--- config.mk ---
export PLATFORM = sky130hd
export DESIGN_NAME = timer_load_ctrl_flat
export DESIGN_NICKNAME = d
export VERILOG_FILES = /design/src/rtl/timer_load_ctrl_if.sv /design/src/rtl/timer_load_ctrl.sv /design/src/flat_wrapper.sv
export SDC_FILE = /design/constraint.sdc
export NUM_CORES = 1
export LEC_CHECK = 0
export BUFFER_PORTS_ARGS = -buffer_cell sky130_fd_sc_hd__buf_2
export CAP_MARGIN = 40
export CORE_MARGIN = 3
export CORE_UTILIZATION = 40
export DETAILED_ROUTE_END_ITERATION = 10
export HOLD_SLACK_MARGIN = 0.12
export PLACE_DENSITY = 0.75
export SYNTH_ARGS = -nofsm -noshare
export SYNTH_HDL_FRONTEND = slang
export SYNTH_SLANG_ARGS = --single-unit
--- constraint.sdc ---
create_clock -name clock -period 2.6 [get_ports clock]
set_clock_uncertainty 0.05 [all_clocks]
set_input_delay 0.52 -clock clock [delete_from_list [all_inputs] [get_ports clock]]
set_output_delay 0.52 -clock clock [all_outputs]
set_load 0.02 [all_outputs]
--- src/rtl/timer_load_ctrl_if.sv ---
// timer_load_ctrl_if -- keypad/control strobes in, BCD load bus and status out.
//
// Handshake semantics: key_valid, start and stop are single-cycle strobes,
// sampled on the rising clock edge and never held off (there is no ready).
// zero_in is a level from the downstream countdown chain. On the output side,
// loadn low for one cycle means "capture mins/sec_tens/sec_ones now". en is a
// level count enable. err is a single-cycle pulse. busy and done are levels.
//
// master : keypad / controller side (drives strobes and zero_in)
// slave  : timer_load_ctrl (drives load data and status)
interface timer_load_ctrl_if;
  logic       key_valid;
  logic [3:0] key_digit;
  logic       start;
  logic       stop;
  logic       zero_in;
  logic [3:0] mins;
  logic [3:0] sec_tens;
  logic [3:0] sec_ones;
  logic       loadn;
  logic       en;
  logic       busy;
  logic       done;
  logic       err;

  modport master (
    output key_valid, key_digit, start, stop, zero_in,
    input  mins, sec_tens, sec_ones, loadn, en, busy, done, err
  );

  modport slave (
    input  key_valid, key_digit, start, stop, zero_in,
    output mins, sec_tens, sec_ones, loadn, en, busy, done, err
  );
endinterface

--- src/rtl/timer_load_ctrl.sv ---
// timer_load_ctrl -- keypad entry and load/run/pause control for an m:ss
// countdown chain.
//
// Ports:
//   clock      sole clock, rising edge
//   clrn       asynchronous active-low reset
//   bus        timer_load_ctrl_if.slave
//                in : key_valid, key_digit, start, stop, zero_in
//                out: mins, sec_tens, sec_ones, loadn, en, busy, done, err
//   state_dbg  current FSM state (IDLE=0 LOAD=1 RUN=2 PAUSE=3 DONE=4)
//
// Digits are entered right to left: every accepted key shifts the display
// left by one digit. Every output comes straight from a flop.
module timer_load_ctrl #(
  parameter int MAX_TENS  = 5,
  parameter int DIGIT_MAX = 9
) (
  input  logic              clock,
  input  logic              clrn,
  timer_load_ctrl_if.slave  bus,
  output logic [2:0]        state_dbg
);

  typedef enum logic [2:0] {
    IDLE  = 3'd0,
    LOAD  = 3'd1,
    RUN   = 3'd2,
    PAUSE = 3'd3,
    DONE  = 3'd4
  } state_t;

  localparam logic [3:0] TENS_LIM  = 4'(MAX_TENS);
  localparam logic [3:0] DIGIT_LIM = 4'(DIGIT_MAX);

  state_t     state;
  logic [3:0] mins_q;
  logic [3:0] tens_q;
  logic [3:0] ones_q;
  logic       loadn_q;
  logic       en_q;
  logic       busy_q;
  logic       done_q;
  logic       err_q;

  logic key_ok;
  logic digits_zero;
  logic tens_bad;

  assign key_ok      = bus.key_valid && (bus.key_digit <= DIGIT_LIM);
  assign digits_zero = (mins_q == 4'd0) && (tens_q == 4'd0) && (ones_q == 4'd0);
  assign tens_bad    = (tens_q > TENS_LIM);

  always_ff @(posedge clock or negedge clrn) begin
    if (!clrn) begin
      state   <= IDLE;
      mins_q  <= 4'd0;
      tens_q  <= 4'd0;
      ones_q  <= 4'd0;
      loadn_q <= 1'b1;
      en_q    <= 1'b0;
      busy_q  <= 1'b0;
      done_q  <= 1'b0;
      err_q   <= 1'b0;
    end else begin
      err_q <= 1'b0;
      case (state)
        IDLE: begin
          // stop outranks start and keys; it discards a partial entry.
          if (bus.stop) begin
            mins_q <= 4'd0;
            tens_q <= 4'd0;
            ones_q <= 4'd0;
          end else if (bus.start) begin
            // Judged on pre-shift digits: a key in the same cycle is dropped.
            if (tens_bad) begin
              err_q <= 1'b1;
            end else if (!digits_zero) begin
              state   <= LOAD;
              loadn_q <= 1'b0;
              busy_q  <= 1'b1;
            end
          end else if (key_ok) begin
            mins_q <= tens_q;
            tens_q <= ones_q;
            ones_q <= bus.key_digit;
          end
        end
        LOAD: begin
          state   <= RUN;
          loadn_q <= 1'b1;
          en_q    <= 1'b1;
        end
        RUN: begin
          // Reaching zero wins over a simultaneous stop.
          if (bus.zero_in) begin
            state  <= DONE;
            en_q   <= 1'b0;
            busy_q <= 1'b0;
            done_q <= 1'b1;
          end else if (bus.stop) begin
            state <= PAUSE;
            en_q  <= 1'b0;
          end
        end
        PAUSE: begin
          if (bus.stop) begin
            state  <= IDLE;
            busy_q <= 1'b0;
            mins_q <= 4'd0;
            tens_q <= 4'd0;
            ones_q <= 4'd0;
          end else if (bus.start) begin
            // Resume without reloading: the counters keep their count.
            state <= RUN;
            en_q  <= 1'b1;
          end
        end
        DONE: begin
          // Any key acknowledges completion; that key is consumed here.
          if (bus.start || bus.stop || bus.key_valid) begin
            state  <= IDLE;
            done_q <= 1'b0;
            mins_q <= 4'd0;
            tens_q <= 4'd0;
            ones_q <= 4'd0;
          end
        end
        default: begin
          state   <= IDLE;
          loadn_q <= 1'b1;
          en_q    <= 1'b0;
          busy_q  <= 1'b0;
          done_q  <= 1'b0;
        end
      endcase
    end
  end

  assign bus.mins     = mins_q;
  assign bus.sec_tens = tens_q;
  assign bus.sec_ones = ones_q;
  assign bus.loadn    = loadn_q;
  assign bus.en       = en_q;
  assign bus.busy     = busy_q;
  assign bus.done     = done_q;
  assign bus.err      = err_q;
  assign state_dbg    = state;

endmodule

--- src/flat_wrapper.sv ---
// flat-port wrapper written by rule: the top's interface ports become plain ports
module timer_load_ctrl_flat 
#(
  parameter int MAX_TENS  = 5,
  parameter int DIGIT_MAX = 9
)
  (clock, clrn, state_dbg, bus_key_valid, bus_key_digit, bus_start, bus_stop, bus_zero_in, bus_mins, bus_sec_tens, bus_sec_ones, bus_loadn, bus_en, bus_busy, bus_done, bus_err);
  timer_load_ctrl_if bus_i ();
  input  logic clock;
  input  logic clrn;
  output logic [2:0] state_dbg;
  input wire logic [$bits(bus_i.key_valid)-1:0] bus_key_valid;
  input wire logic [$bits(bus_i.key_digit)-1:0] bus_key_digit;
  input wire logic [$bits(bus_i.start)-1:0] bus_start;
  input wire logic [$bits(bus_i.stop)-1:0] bus_stop;
  input wire logic [$bits(bus_i.zero_in)-1:0] bus_zero_in;
  output wire logic [$bits(bus_i.mins)-1:0] bus_mins;
  output wire logic [$bits(bus_i.sec_tens)-1:0] bus_sec_tens;
  output wire logic [$bits(bus_i.sec_ones)-1:0] bus_sec_ones;
  output wire logic [$bits(bus_i.loadn)-1:0] bus_loadn;
  output wire logic [$bits(bus_i.en)-1:0] bus_en;
  output wire logic [$bits(bus_i.busy)-1:0] bus_busy;
  output wire logic [$bits(bus_i.done)-1:0] bus_done;
  output wire logic [$bits(bus_i.err)-1:0] bus_err;
  assign bus_i.key_valid = bus_key_valid;
  assign bus_i.key_digit = bus_key_digit;
  assign bus_i.start = bus_start;
  assign bus_i.stop = bus_stop;
  assign bus_i.zero_in = bus_zero_in;
  assign bus_mins = bus_i.mins;
  assign bus_sec_tens = bus_i.sec_tens;
  assign bus_sec_ones = bus_i.sec_ones;
  assign bus_loadn = bus_i.loadn;
  assign bus_en = bus_i.en;
  assign bus_busy = bus_i.busy;
  assign bus_done = bus_i.done;
  assign bus_err = bus_i.err;
  timer_load_ctrl #(.MAX_TENS(MAX_TENS), .DIGIT_MAX(DIGIT_MAX)) u_core (.clock(clock), .clrn(clrn), .bus(bus_i), .state_dbg(state_dbg));
endmodule
# After elaboration in Yosys (flattened, before gate mapping)
# Index checks and enable logic that the tools add are counted.
dict set report word_totals {
  ff_bits 20
  latch_bits 0
  ramBits 0
  rom_bits 0
  input_bits 10
  output_inout_bits 20
  elab_cells 99
  memories 0
}
dict set report op_classes {
  addsub 0
  n_mul 0
  div_mod_pow 0
  magnitude_cmp 2
  eq_ne 17
  shifts 0
  muxes 47
  n_bitwise 4
  reduce_logical 20
}
# cell n
set ops {}
lappend ops {{$mux 4} 11}
lappend ops {{$pmux 4 s3} 3}
lappend ops {{$mux 3} 9}
lappend ops {{$mux 1} 19}
lappend ops {{$ne 2x2->1 const B} 8}
lappend ops {{$pmux 3 s5} 1}
lappend ops {{$reduce_and 7->1} 2}
lappend ops {{$logic_not 4->1} 3}
lappend ops {{$reduce_and 5->1} 2}
lappend ops {{$ne 3x3->1 const B} 3}
lappend ops {{$pmux 1 s4} 2}
lappend ops {{$eq 3x2->1 const B} 2}
lappend ops {{$reduce_or 3->1} 2}
lappend ops {{$gt 4x3->1 const B} 1}
lappend ops {{$le 4x4->1 const B} 1}
lappend ops {{$not 1->1} 4}
lappend ops {{$reduce_and 4->1} 1}
lappend ops {{$reduce_or 2->1} 2}
lappend ops {{$eq 3x1->1 const B} 1}
lappend ops {{$eq 3x3->1 const B} 1}
lappend ops {{$logic_and 1x1->1} 3}
lappend ops {{$logic_not 3->1} 1}
lappend ops {{$ne 3x2->1 const B} 1}
lappend ops {{$pmux 1 s3} 1}
lappend ops {{5 further kinds} 6}

# Longest topological paths before layout
dict set report logic_depth {
  ltp_word 8
  ltp_mapped 6
  mapped_depth_nobuf 4
}

# Worst setup path before layout
# No wires, ideal clock.
dict set report synth_timing {
  path_kind {register to register}
  startpoint {reg u_core.state[1] (netlist: u_core.state_dbg[1])}
  endpoint {reg u_core.mins_q[1] (netlist: u_core.bus.mins[1])}
  setup_ps 119
  t_arrival_ps 1301
  t_required_ps 2431
  path_slack_ps 1130
  path_stages_with_launch 6
  path_buffers 2
  synth_period_minus_slack_ps 1470
  cell_sequence {dfrtp_1 buf_6 nor2_1 o221a_4 buf_6 o21ai_2}
}
dict set report synth_between {
  elab_chain_cells 3
  word_cells_on_any_way 10
  cone_classes {6 x eq/ne; 1 x mux; 3 x reduce/logical}
}
# element line_no
set synth_lines {}
lappend synth_lines {{start, declared} timer_load_ctrl.sv:35} ;# state_t state;
lappend synth_lines {{start signal, assigned} timer_load_ctrl.sv:55} ;# state <= IDLE;
lappend synth_lines {{start signal, assigned} timer_load_ctrl.sv:78} ;# state <= LOAD;
lappend synth_lines {{start signal, assigned} timer_load_ctrl.sv:89} ;# state <= RUN;
lappend synth_lines {{$eq 3x3->1, or another cell as far along} timer_load_ctrl.sv:66} ;# case (state)
lappend synth_lines {{$ne 2x1->1 (no source line), or another cell as far along} n/a}
lappend synth_lines {{$reduce_and 5->1 (no source line)} n/a}
lappend synth_lines {{end signal, assigned} timer_load_ctrl.sv:83} ;# mins_q <= tens_q;
lappend synth_lines {{end, declared} timer_load_ctrl.sv:36} ;# logic [3:0] mins_q;
# Several ways; a longest one is shown, not always the timed one.
# A chain may end at the register's enable or synchronous reset.

# Worst setup path in the final report
dict set report layout_timing {
  startpoint {reg u_core.state[0] (netlist: u_core.state_dbg[0])}
  endpoint {out state_dbg[0]}
}
# element line_no
set layout_lines {}
lappend layout_lines {{end, declared} flat_wrapper.sv:11} ;# output logic [2:0] state_dbg;
# No word-level cell between the ends.

==> metrics.md <==
| Metric | Value |
|---|---|
| Crit start category | flop |
| GRT Total Usage | approximately 15% |
| Top layer in use | met4 |
| Pre-antenna DRT Iters | 4 |
| CP required | 2.03 ns |
| Die ar. | roughly 3500 um^2 |
| CP peak stage delay | 0.67 ns |
| Synthesized area | 1121 um^2 |
| Final min period | 1.807 ns |
| Wire per inst | between 10 and 15 um |
| Core box area | 2567 um^2 |
| Grt ovf | 0 |
| Unrepaired setup endpoints after global routing | no |
| Slew headroom | approximately two thirds |
| Delay-heaviest family, CP | flip-flops |
| Clk Latency, worst-skew pair | about 0.31 ns |
| CTS root buf | clkbuf_4 |
| Buf+Inv Stages, Crit Path | 1 |
| Vias per cell | between 5 and 6 |
| Routed WL | between 2 and 2.5 mm |
| Syn nets | 120 |
| Worst hold path class | input port to flop |
| Cells after synthesis | 110 |
| Storage cell area | 501.7 um^2 |
| Register area share after synthesis | approximately 45% |
| Worst-Margin Slew | roughly 0.5 ns |
| Main flop type after synthesis | dfrtp_1 |
| Nets@finish | ~150 |
| WP data arrival | 1.24 ns |
| Pwr Density | between 800 and 900 nW/um^2 |
| Max VDD drop | ~0.54 mV |
| Cell Chain, Critical Path | buf_2 |
| Vias in the first global route | slightly below 900 |
| GP Congestion | approximately 0.78 |
| Number of flops mapped to enable cells by yosys | 0 |
| Clock buffer depth | 2 |
| Largest net degree at the start of global routing | 25 |
| Cell taking the most area after synthesis | dfrtp_1 |
| Mean post-synth cell area | 10.19 um^2 |
| Outcome | complete, no violations |
| Commonest cells post-synth | dfrtp_1 (19), nand2_1 (15), o21ai_2 (13) |
| CTS tree | built |
| Initial Util | between 40 and 50% |
| Wire length on met1 | ~1 mm |
| Final Hold Fails | 0 |
| Static Leakage | 0.6026 nW |
| Initial antenna violation count | 0 |
| H-tree depth | 1 |
| Fmax | roughly 550 MHz |
| Num rows | 18 |
| Die W | slightly below 60 um |
| Routed wl met2 | 1.079 mm |
| Multi-input gate area | between 500 and 600 um^2 |
| Post-Route Setup TNS | 0 ns |
| Top-area cell type share of the netlist area | 42.41% |
| Async SR Flop Fraction | 100.0% |
| Layout cell share with drive strength beyond 1 | a little over two fifths |
| Vias post-DR | 925 |
| Fillcell total | between 200 and 250 |
| Hold WS | about 0.38 ns |
| Initial DRC Count | 47 |
| Synth area leaders | dfrtp_1 (42%), o21ai_2 (10%), nand3_2 (7.1%) |
| Final setup viols | 0 |
| Inserted Clock Buffers | 3 |
| Wire length on met3 | 188 um |
| First-pass GRT wire length | around 3.9 mm |
| Critical Path End Type | output port |
| Final Max Tran Viols | 0 |
| Post-DRT Antenna Nets | 0 |
| Synth unique cells | 27 |
| Max_cap viols | 0 |
| Antenna cells | 0 |
| Most frequent cell after synthesis | dfrtp_1 |
| Crit-path max FO | 16 |
| # port buffers | 29 |
| Area Growth Syn to Fin | 13.62% |
| Crit-path slowest cell | dfrtp_1 |
| CP Class | flop to output port |
| Final critical-path share of the clock period | between 60% and 70% |
| # DRC | 0 |
| Ports | 30 |
| YS warnings | 0 |
| #FFs+latches synth | 20 |
| Clk sinks | 20 |
| Die Span Y | a little under 60 um |
| Clk slew on worst S/H paths | 0.11 ns |
==> layout by cell type, fill, tap and decap left out, types with 2 or more instances in the layout <==
master and count:
nor2_1 8, nand3_2 8, a21oi_1 7, o21a_1 3, o21ai_0 2, nor2b_1 2, dfrtp_1 19, nand2_1 15
inv_1 3, nor4_1 3, o21ai_2 13, buf_2 29, nand3_1 6, clkbuf_4 3, nand2b_1 4
==> registers in the layout (all words and copies together), names as in the netlist <==
name                 cells
u_core.bus.busy          1
u_core.bus.loadn         1
u_core.bus.err           1
u_core.bus.mins          4
u_core.bus.done          1
u_core.state_dbg         3
u_core.bus.en            1
u_core.bus.sec_tens      4
u_core.bus.sec_ones      4
==> metrics by stage <==
| step | instance area (um^2) | cells | total power [mW] | utilization, % | setup slack [ns] |
|---|---|---|---|---|---|
| 2_1_floorplan | 1121 | 110 | 0.8500 | - | 1.130 |
| 3_3_place_gp | 1237 | 163 | 0.9238 | 48.20 | 0.9620 |
| 3_5_place_dp | 1237 | 163 | 0.9382 | 48.20 | 0.8854 |
| 4_1_cts | 1274 | 168 | 1.093 | 49.61 | 0.7979 |
| 5_1_grt | 1274 | 168 | 1.167 | 49.61 | 0.6889 |
| 6_report | 1274 | 168 | 1.087 | 49.61 | 0.7931 |
==> layout make-up <==
type                            instances  area share [%]
Multi-Input combinational cell         80           41.95
Timing Repair Buffer                   31           12.77
Tap cell                               30           2.947
Clock buffer                            4           2.063
Inverter                                3          0.8841
Sequential cell                        20           39.39
==> metal layers <==
metal / global-route usage, % / up-vias
li1: - / 451
met1: 19.92 / 438
met2: 24.29 / 32
met3: 3.289 / 4
met4: 4.854 / 0
met5: 0 / -
==> worst paths after layout <==
check | slack [ns] | to | depth (start not counted) | from
max in group asynchronous | 1.52 | u_core.bus.loadn$_DFFE_PN1P_ | 2 | clrn
worst min register to register | 0.47 | u_core.bus.busy$_DFFE_PN0P_ | 2 | u_core.bus.busy$_DFFE_PN0P_
worst min-delay path | 0.38 | u_core.bus.sec_ones[0]$_DFFE_PN0P_ | 3 | bus_key_digit[0]
min in group asynchronous | 0.62 | u_core.bus.sec_tens[1]$_DFFE_PN0P_ | 2 | clrn
worst max register to register | 0.85 | u_core.bus.mins[0]$_DFFE_PN0P_ | 4 | u_core.state_dbg[0]$_DFFE_PN0P_
worst max-delay path | 0.79 | state_dbg[0] | 1 | u_core.state_dbg[0]$_DFFE_PN0P_
==> what timing repair did <==
action / in CTS / in global routing
setup buffers: 0 / 0
resized for setup: 0 / 0
hold buffers: 1 / 0
endpoints found under the hold margin: 19 / 0
==> power breakdown <==
group | total [mW] | internal [mW] | switching (mW)
registers | 0.469 | 0.375 | 0.0938
clock network | 0.155 | 0.0599 | 0.0948
logic | 0.463 | 0.168 | 0.295
total | 1.09 | 0.603 | 0.484
==> kinds of logic (layout without fill, tap and decap cells) <==
kind of cell	after synthesis	after routing	share of synthesized area [%]
compound gates	29	29	20.87
buf+inv	10	38	7.588
simple gates	51	51	26.79
flops	20	20	44.76
Note: power is estimated with default switching activity, not from simulation.
